--- src/rtl/flash_boot_loader_pkg.sv ---
// Shared types and SPI constants for the flash-to-ramio boot copy engine.
package flash_boot_loader_pkg;

  typedef enum logic [3:0] {
    Init,
    Idle,
    Command,
    Address,
    Dummy,
    ReadData,
    StartWrite,
    Write,
    Finish
  } state_e;

  localparam logic [7:0] CmdRead     = 8'h03;
  localparam logic [7:0] CmdFastRead = 8'h0B;
  localparam int unsigned DummyBits  = 8;
  localparam int unsigned BitCntW    = 6;
  localparam int unsigned WordW      = 32;

  // Flash streams the lowest-addressed byte first; ramio wants it in the low lane.
  function automatic logic [WordW-1:0] byte_swap(input logic [WordW-1:0] w);
    return {w[7:0], w[15:8], w[23:16], w[31:24]};
  endfunction

endpackage

--- src/rtl/flash_boot_loader_spi_shift_engine.sv ---
// SPI mode-0 shift engine: divided clock, MSB-first shift out on mosi, shift in on miso.
module flash_boot_loader_spi_shift_engine #(
  parameter int unsigned ClockDivider = 1
) (
  input  logic                                       clk,
  input  logic                                       rst,
  input  logic                                       load,
  input  logic [flash_boot_loader_pkg::WordW-1:0]    tx_data,
  input  logic [flash_boot_loader_pkg::BitCntW-1:0]  bit_count,
  input  logic                                       hold,
  input  logic                                       miso,
  output logic                                       sclk,
  output logic                                       mosi,
  output logic [flash_boot_loader_pkg::WordW-1:0]    rx_data,
  output logic                                       done_c
);
  import flash_boot_loader_pkg::*;

  localparam int unsigned DivW = (ClockDivider > 1) ? $clog2(ClockDivider) : 1;
  localparam logic [DivW-1:0] DivLast = DivW'(ClockDivider - 1);

  logic               active;
  logic [DivW-1:0]    div_cnt;
  logic [BitCntW-1:0] bits_left;
  logic [WordW-1:0]   shreg;
  logic               half_end;

  assign half_end = (div_cnt == DivLast);
  assign mosi     = shreg[WordW-1];
  // Fires on the falling-edge cycle of the last bit so the next transfer can load seamlessly.
  assign done_c   = active && !hold && sclk && half_end && (bits_left == BitCntW'(1));

  always_ff @(posedge clk or posedge rst) begin
    if (rst) begin
      active    <= 1'b0;
      div_cnt   <= '0;
      bits_left <= '0;
      shreg     <= '0;
      rx_data   <= '0;
      sclk      <= 1'b0;
    end else if (load) begin
      active    <= 1'b1;
      div_cnt   <= '0;
      bits_left <= bit_count;
      shreg     <= tx_data;
      sclk      <= 1'b0;
    end else if (active && !hold) begin
      if (half_end) begin
        div_cnt <= '0;
        if (!sclk) begin
          sclk    <= 1'b1;
          rx_data <= {rx_data[WordW-2:0], miso};
        end else begin
          sclk      <= 1'b0;
          shreg     <= {shreg[WordW-2:0], 1'b0};
          bits_left <= bits_left - BitCntW'(1);
          if (bits_left == BitCntW'(1)) active <= 1'b0;
        end
      end else begin
        div_cnt <= div_cnt + DivW'(1);
      end
    end
  end

endmodule

--- src/rtl/flash_boot_loader.sv ---
// Copies a block of SPI flash into ramio as 32-bit words, then pulses done.
module flash_boot_loader #(
  parameter int unsigned StartupWaitCycles  = 10,
  parameter logic [31:0] FlashTransferBytes = 32'h0010_0000,
  parameter logic [23:0] FlashStartAddress  = 24'h00_0000,
  parameter logic [31:0] RamStartAddress    = 32'h0000_0000,
  parameter int unsigned ClockDivider       = 1,
  parameter bit          FastRead           = 1'b0,
  parameter bit          AutoStart          = 1'b1
) (
  input  logic        clk,
  input  logic        rst,
  input  logic        start,
  output logic        busy,
  output logic        done,
  output logic        ramio_enable,
  output logic [2:0]  ramio_read_type,
  output logic [1:0]  ramio_write_type,
  output logic [31:0] ramio_address,
  output logic [31:0] ramio_data_in,
  input  logic        ramio_busy,
  output logic        flash_clk,
  input  logic        flash_miso,
  output logic        flash_mosi,
  output logic        flash_cs
);
  import flash_boot_loader_pkg::*;

  localparam logic [31:0] WordCount = FlashTransferBytes >> 2;
  localparam logic [31:0] LastWord  = WordCount - 32'd1;
  localparam logic [7:0]  ReadCmd   = FastRead ? CmdFastRead : CmdRead;

  if (FlashTransferBytes == 32'd0 || FlashTransferBytes[1:0] != 2'b00) begin : g_bad_size
    $error("FlashTransferBytes must be non-zero and a multiple of 4");
  end
  if (RamStartAddress[1:0] != 2'b00) begin : g_bad_ram_addr
    $error("RamStartAddress must be 4-byte aligned");
  end
  if (ClockDivider == 0) begin : g_bad_div
    $error("ClockDivider must be at least 1");
  end

  state_e              state, state_nxt;
  logic [31:0]         init_cnt, init_cnt_nxt;
  logic [31:0]         word_cnt, word_cnt_nxt;
  logic [31:0]         wr_addr, wr_addr_nxt;
  logic                busy_nxt, done_nxt, flash_cs_nxt, enable_nxt;
  logic [1:0]          write_type_nxt;
  logic [31:0]         address_nxt, data_nxt;
  logic                kick;
  logic                spi_load_c;
  logic [WordW-1:0]    spi_tx_c;
  logic [BitCntW-1:0]  spi_bits_c;
  logic                spi_done_c;
  logic [WordW-1:0]    spi_rx;

  assign ramio_read_type = 3'b000;

  flash_boot_loader_spi_shift_engine #(
    .ClockDivider (ClockDivider)
  ) u_spi_shift_engine (
    .clk       (clk),
    .rst       (rst),
    .load      (spi_load_c),
    .tx_data   (spi_tx_c),
    .bit_count (spi_bits_c),
    .hold      (1'b0),
    .miso      (flash_miso),
    .sclk      (flash_clk),
    .mosi      (flash_mosi),
    .rx_data   (spi_rx),
    .done_c    (spi_done_c)
  );

  always_ff @(posedge clk or posedge rst) begin
    if (rst) begin
      state            <= Init;
      init_cnt         <= '0;
      word_cnt         <= '0;
      wr_addr          <= '0;
      busy             <= 1'b0;
      done             <= 1'b0;
      flash_cs         <= 1'b1;
      ramio_enable     <= 1'b0;
      ramio_write_type <= 2'b00;
      ramio_address    <= '0;
      ramio_data_in    <= '0;
    end else begin
      state            <= state_nxt;
      init_cnt         <= init_cnt_nxt;
      word_cnt         <= word_cnt_nxt;
      wr_addr          <= wr_addr_nxt;
      busy             <= busy_nxt;
      done             <= done_nxt;
      flash_cs         <= flash_cs_nxt;
      ramio_enable     <= enable_nxt;
      ramio_write_type <= write_type_nxt;
      ramio_address    <= address_nxt;
      ramio_data_in    <= data_nxt;
    end
  end

  always_comb begin
    state_nxt      = state;
    init_cnt_nxt   = init_cnt;
    word_cnt_nxt   = word_cnt;
    wr_addr_nxt    = wr_addr;
    busy_nxt       = busy;
    done_nxt       = 1'b0;
    flash_cs_nxt   = flash_cs;
    enable_nxt     = ramio_enable;
    write_type_nxt = ramio_write_type;
    address_nxt    = ramio_address;
    data_nxt       = ramio_data_in;
    kick           = 1'b0;
    spi_load_c     = 1'b0;
    spi_tx_c       = '0;
    spi_bits_c     = '0;

    unique case (state)
      Init: begin
        if (init_cnt + 32'd1 >= StartupWaitCycles) begin
          if (AutoStart) kick = 1'b1;
          else           state_nxt = Idle;
        end else begin
          init_cnt_nxt = init_cnt + 32'd1;
        end
      end
      Idle: begin
        if (start) kick = 1'b1;
      end
      Command: begin
        if (spi_done_c) begin
          state_nxt  = Address;
          spi_load_c = 1'b1;
          spi_tx_c   = {FlashStartAddress, 8'h00};
          spi_bits_c = BitCntW'(24);
        end
      end
      Address: begin
        if (spi_done_c) begin
          spi_load_c = 1'b1;
          if (FastRead) begin
            state_nxt  = Dummy;
            spi_bits_c = BitCntW'(DummyBits);
          end else begin
            state_nxt  = ReadData;
            spi_bits_c = BitCntW'(32);
          end
        end
      end
      Dummy: begin
        if (spi_done_c) begin
          state_nxt  = ReadData;
          spi_load_c = 1'b1;
          spi_bits_c = BitCntW'(32);
        end
      end
      ReadData: begin
        if (spi_done_c) state_nxt = StartWrite;
      end
      StartWrite: begin
        if (!ramio_busy) begin
          state_nxt      = Write;
          enable_nxt     = 1'b1;
          write_type_nxt = 2'b11;
          address_nxt    = wr_addr;
          data_nxt       = byte_swap(spi_rx);
        end
      end
      Write: begin
        // Flash clock stays parked low until the write completes, so no bit is lost.
        if (!ramio_busy) begin
          enable_nxt     = 1'b0;
          write_type_nxt = 2'b00;
          if (word_cnt == LastWord) begin
            state_nxt    = Finish;
            flash_cs_nxt = 1'b1;
            busy_nxt     = 1'b0;
            done_nxt     = 1'b1;
          end else begin
            state_nxt    = ReadData;
            word_cnt_nxt = word_cnt + 32'd1;
            wr_addr_nxt  = wr_addr + 32'd4;
            spi_load_c   = 1'b1;
            spi_bits_c   = BitCntW'(32);
          end
        end
      end
      Finish: begin
        state_nxt = Idle;
      end
      default: begin
        state_nxt = Init;
      end
    endcase

    if (kick) begin
      state_nxt    = Command;
      flash_cs_nxt = 1'b0;
      busy_nxt     = 1'b1;
      word_cnt_nxt = '0;
      wr_addr_nxt  = RamStartAddress;
      spi_load_c   = 1'b1;
      spi_tx_c     = {ReadCmd, 24'h00_0000};
      spi_bits_c   = BitCntW'(8);
    end
  end

endmodule

--- config.mk ---
export PLATFORM = sky130hd
export DESIGN_NAME = flash_boot_loader
export DESIGN_NICKNAME = d
export VERILOG_FILES = /design/src/rtl/flash_boot_loader_pkg.sv /design/src/rtl/flash_boot_loader_spi_shift_engine.sv /design/src/rtl/flash_boot_loader.sv
export SDC_FILE = /design/constraint.sdc
export NUM_CORES = 1
export LEC_CHECK = 0
export ABC_AREA = 1
export ABC_CLOCK_PERIOD_IN_PS = 7100
export CORE_ASPECT_RATIO = 0.5
export CORE_MARGIN = 2
export CORE_UTILIZATION = 41
export CTS_CLUSTER_DIAMETER = 200
export DETAILED_ROUTE_END_ITERATION = 6
export GPL_TIMING_DRIVEN = 0
export PLACE_DENSITY = 0.65
export SYNTH_ARGS = -nofsm -noshare
export SYNTH_HDL_FRONTEND = slang
export SYNTH_SLANG_ARGS = --single-unit
--- constraint.sdc ---
create_clock -name clk -period 7.1 [get_ports clk]
set_clock_uncertainty 0.2 [all_clocks]
set_input_delay 1.42 -clock clk [delete_from_list [all_inputs] [get_ports clk]]
set_output_delay 1.42 -clock clk [all_outputs]
set_load 0.03 [all_outputs]
Word level (Yosys, flattened, before mapping)
Index checks and enable logic that the tools add are counted.
- eq/ne operators: 21
- muxes and demuxes: 68
- multiply operators: 0
- shifts and indexed selects: 0
- divide/modulo/power cells: 0
- reductions and logical operators: 21
- $add $sub $neg: 5
- $lt $le $gt $ge: 1
- bitwise operators: 5
- operator list (operator ; count):
    32-bit 2-to-1 mux ; 12
    32-bit by 1-bit adder with 32-bit output (second input constant) ; 2
    6-bit 2-to-1 mux ; 8
    32-bit by 3-bit adder with 32-bit output (second input constant) ; 1
    32-bit by 18-bit equality test with 1-bit output (second input constant) ; 1
    32-bit by 4-bit greater-or-equal comparator with 1-bit output (second input constant) ; 1
    1-bit 2-to-1 mux ; 31
    4-bit 2-to-1 mux ; 7
    4-bit one-hot mux with 7 select lines ; 1
    26-bit 2-to-1 mux ; 1
    6-bit one-hot mux with 3 select lines ; 1
    4-bit by 3-bit equality test with 1-bit output (second input constant) ; 4
    3-bit inequality test (second input constant) ; 4
    3-bit AND reduction ; 4
    2-bit nonzero test ; 5
    4-bit by 2-bit equality test with 1-bit output (second input constant) ; 2
    2-bit inequality test (second input constant) ; 4
    6-bit by 1-bit equality test with 1-bit output (second input constant) ; 1
    1-bit one-hot mux with 2 select lines ; 3
    2-bit AND reduction ; 3
    6-bit AND reduction ; 1
    6-bit by 1-bit subtractor with 6-bit output (second input constant) ; 1
    5-bit 2-to-1 mux ; 1
    1-bit NOT ; 5
    other kinds (12) ; 17
- RAM bits: 0
- output and inout bits: 75
- bits in latches: 0
- memories kept: 0
- input bits: 5
- bits in read-only memories: 0
- word-level logic and storage cells: 138
- register bits after elaboration: 243

Logic depth before layout (Yosys ltp)
- depth after elaboration: 8
- mapped depth: 19
- gate-level depth less buffers: 19

Hierarchy
Synthesis repeated with hierarchy kept, for this count alone.
- cells, all modules: 1436
- area total of the unflattened synthesis: 12009.0 um^2
- by module, submodules not included (module ; cells each ; instances ; seq. area each (um^2) ; area each (um^2)):
    flash_boot_loader ; 1068 ; 1 ; 4105.2 ; 8654.6
    flash_boot_loader_spi_shift_engine ; 368 ; 1 ; 1801.7 ; 3354.5

Worst setup path before layout
OpenSTA, ideal clock, no wires.
- path kind: input to register
- start point: input port ramio_busy
- end point: register u_spi_shift_engine.sclk
- setup time: 0.132 ns
- buffers on the path: 1
- stages on the path: 9
- data arrival time: 2.370 ns
- setup slack: 4.398 ns
- data required time: 6.768 ns
- cell sequence: inv_1 nand3_2 o21ai_1 inv_2 nand3_4 buf_2 inv_1 nand3_1 o21ai_1
- cells in the longest elaborated chain, start to end: 5
- elaborated cells on any way between the ends: 7
- classes of those cells: eq/ne: 1; mux: 4; reduce/logical: 2
- RTL lines (item ; RTL line ; text):
    start: declaration ; flash_boot_loader.sv:21 ; input logic ramio_busy,
    1-bit 2-to-1 mux * ; flash_boot_loader.sv:173 ; if (!ramio_busy) begin
    1-bit one-hot mux with 2 select lines * ; flash_boot_loader.sv:120 ; unique case (state)
    1-bit 2-to-1 mux * ; flash_boot_loader.sv:198 ; if (kick) begin
    2-bit inequality test (no line) or 2-bit nonzero test (tied branches) ; -- ;
    2-bit AND reduction (no line) ; -- ;
    end signal: assignment ; flash_boot_loader_spi_shift_engine.sv:46 ; sclk <= 1'b0;
    end signal: assignment ; flash_boot_loader_spi_shift_engine.sv:51 ; sclk <= 1'b1;
    end signal: assignment ; flash_boot_loader_spi_shift_engine.sv:54 ; sclk <= 1'b0;
    end: declaration ; flash_boot_loader_spi_shift_engine.sv:12 ; output logic sclk,
Mark *: on every way between the ends. The rest lies on a longest branch, timed or not.
A chain may end at the register's enable or synchronous reset.

Worst setup path in the final report
- start point: input port ramio_busy
- end point: register ramio_address[18]
- cells in the longest elaborated chain, start to end: 2
- RTL lines (item ; RTL line ; text):
    1-bit NOT (no line) ; -- ;
    2-bit AND reduction (no line) ; -- ;
    end signal: assignment ; flash_boot_loader.sv:98 ; ramio_address <= address_nxt;
    end: declaration ; flash_boot_loader.sv:19 ; output logic [31:0] ramio_address,
Every way passes these cells.

==> metrics.md <==
| Metric | Value |
|---|---|
| Area delta synth->final | 19.80% |
| Post-CTS Setup Inserts | 0 |
| Status | completed |
| Final RePlAce weighted congestion | 0.8712 |
| Starting Density | 42.20% |
| Overflow after GRT | 0 |
| Most area-consuming cells after synthesis | dfrtp_1 49%, nand2_1 14%, inv_1 6.2% |
| Tot Pwr | 4.273 mW |
| Clk root buf | clkbuf_16 |
| Mapped Cells | 1356 |
| Worst EP required | 7.33 ns |
| DRT antenna net count | 0 |
| Crit start category | input port |
| CTS Buf Count | 21 |
| Longest individual stage delay on the worst path | roughly 0.57 ns |
| Top_reg_cell synth | dfrtp_1 |
| Synth top area share | between 40% and 50% |
| Yosys reg bits | 212 |
| Slew Limit Fails | 0 |
| Core box area | 25440 um2 |
| Fmax | about 0.28 GHz |
| Post-DP HPWL | 19030 um |
| Most frequent cells in the layout | 389 x nand2_1, 211 x dfrtp_1, 177 x inv_1 |
| Inst Count DP | around 1800 |
| Pwr Density | 332.2 nW/um2 |
| Max FO, Critical Path | 10 |
| Share of layout cells above drive strength 1 | a little over 8% |
| VDD IR max | 0.1653 mV |
| # diodes | 0 |
| Unique masters post-synth | 48 |
| Non-Filler Instances | 1821 |
| Area leader, netlist | dfrtp_1 |
| Die width | between 200 and 250 um |
| Clk Latency, worst-skew pair | 0.52 ns |
| Detailed router's first-iteration violation count | 731 |
| Ys Warns | 0 |
| Initial antenna violation count | 0 |
| Worst rel slew slack | 38.99% |
| Post-synth ARST share | 100.0% |
| Clock transition at path regs | 0.07 ns |
| Syn avg cell area | 7.918 um2 |
| Final #Nets | 1473 |
| Layout fillers | around 2500 |
| Die area | 27580 um2 |
| Post-place setup slack | 3.066 ns |
| Critical-path cell list | clkdlybuf4s50_1 > inv_1 > nand2_1 > clkbuf_1 > clkbuf_1 > nand2_1 > o21ai_0 |
| DR vias | ~9000 |
| Cts hold-fix bufs | 0 |
| EDFF count, synth | 0 |
| Setup ws final | 3.565 ns |
| Setup TNS | 0 ns |
| IO Port Bufs | 74 |
| Hold Vio Cnt, Final | 0 |
| Resized Gates After CTS | 0 |
| Vias in the first global route | 8548 |
| Mapped Area | roughly 11000 um2 |
| First-pass DRT Iterations | 5 |
| Leak | between 6 and 7 nW |
| Longest Clk Path Bufs | 3 |
| Global Route Usage Sum | 19.49% |
| Minimum clock period | 3.535 ns |
| Final setup viols | 0 |
| Largest net degree at the start of global routing | 41 |
| Max Cap Viol | 0 |
| WL/cell | 14.33 um |
| Vias per cell | just under 5 |
| Die Ht | approximately 120 um |
| CP Class | input port to flip-flop |
| FP Rows | 41 |
| CP max-delay cell | clkdlybuf4s50_1 |
| CTS tree | yes |
| Sequential share of the synthesized area | between 40% and 50% |
| RSZ-0062 raised after global routing | no |
| Commonest non-fill, non-tap cell in the layout | nand2_1 |
| # clock sinks | 212 |
| First-pass GRT wire length | roughly 44000 um |
| Ports | 80 |
| Post-Route WL | around 26000 um |
| Period Utilization, post-route | 49.78% |
| H-tree levels | 1 |
| Worst hold slack | 0.2724 ns |
| Crit. End Element | flip-flop |
| Worst-Margin Slew | 0.9132 ns |
| Hold crit path type | flip-flop to flip-flop |
| Worst endpoint data arrival time | 3.77 ns |
| DRC | 0 |
## state kept, by name (all words and copies together), names as in the netlist
register,count
wr_addr,30
ramio_address,30
ramio_data_in,32
busy,1
done,1
state,4
word_cnt,32
flash_cs,1
u_spi_shift_engine.rx_data,32
u_spi_shift_engine.sclk,1
u_spi_shift_engine.shreg,8
u_spi_shift_engine.active,1
init_cnt,32
u_spi_shift_engine.bits_left,6
ramio_write_type,1
## final timing paths
check | depth (start not counted) | from | end | slack, ns
max in group asynchronous | 4 | rst | wr_addr[5] | 4.51
worst max register to register | 18 | init_cnt[0] | wr_addr[14] | 3.94
worst min register to register | 2 | u_spi_shift_engine.shreg[28] | u_spi_shift_engine.shreg[28] | 0.27
min in group asynchronous | 2 | rst | u_spi_shift_engine.shreg[27] | 1.24
worst max-delay path | 7 | ramio_busy | ramio_address[18] | 3.57
worst min-delay path | 2 | u_spi_shift_engine.shreg[28] | u_spi_shift_engine.shreg[28] | 0.27
## through the flow
stage / util, % / cell area (um2)
after global placement: 46.87 / 11930
after CTS: 50.55 / 12860
after global routing: 50.55 / 12860
after floorplan: - / 10760
final: 50.55 / 12860
after detailed placement: 47.27 / 12030
## Yosys cell counts, types with 2 or more instances
cell type,count
buf_4,12
nor3b_2,7
nand2_2,3
nand3_2,2
nand3b_1,11
buf_2,11
nand2_1,389
nand3_1,69
clkbuf_1,23
xnor2_1,4
nand4_1,20
or2_2,2
a21oi_1,21
o22ai_1,2
mux2_2,9
buf_6,3
xor2_1,27
a31oi_1,2
nor4_1,9
nor3b_1,2
a211oi_2,3
o21ai_1,4
inv_2,3
nor2_1,145
inv_1,178
nor2_2,7
nor2_4,5
ha_1,6
o21bai_1,35
o21ai_0,81
nor3_2,4
dfrtp_1,211
nor3_1,31
## power breakdown
| part | internal [mW] | leakage (nW) | total [mW] | switching [mW] |
|---|---|---|---|---|
| logic | 0.494 | 2.98 | 1.39 | 0.898 |
| registers | 1.40 | 2.87 | 1.54 | 0.141 |
| clock network | 0.842 | 0.399 | 1.34 | 0.495 |
## logic make-up after synthesis
family / after synthesis / share of synthesized area [%]
fa+ha+maj: 6 / 0.6992
buf+inv: 232 / 8.868
compound gates: 153 / 8.356
xor+xnor: 31 / 2.529
simple gates: 712 / 29.15
mux: 9 / 0.9440
flops: 212 / 49.42
other cells: 1 / 0.03493
## critical path, delay by kind of cell
family                 cells  cell delay, ns
AND/OR/NAND/NOR            2            0.45
AO/OA/AOI/OAI              1            0.11
buffers and inverters      4            1.79
## final cells by class
type / count / area (um2) / area share [%]
repair buffers: 79 / 840.8 / 6.537
clock inverters: 13 / 255.2 / 1.984
clock buffers: 25 / 580.6 / 4.514
well taps: 344 / 430.4 / 3.346
plain buffers: 50 / 269.0 / 2.091
multi-input cells: 916 / 4493 / 34.93
flip-flops and latches: 212 / 5306 / 41.25
inverters: 182 / 686.9 / 5.340
## metal layers
layer / wire length, um / track usage (%) / up-vias
li1: - / - / 4481
met1: 12560 / 27.94 / 4279
met2: 12080 / 31.10 / 179
met3: 983 / 3.089 / 38
met4: 473 / 4.220 / 0
met5: 0 / 0 / -
(Power assumes the default switching activity.)
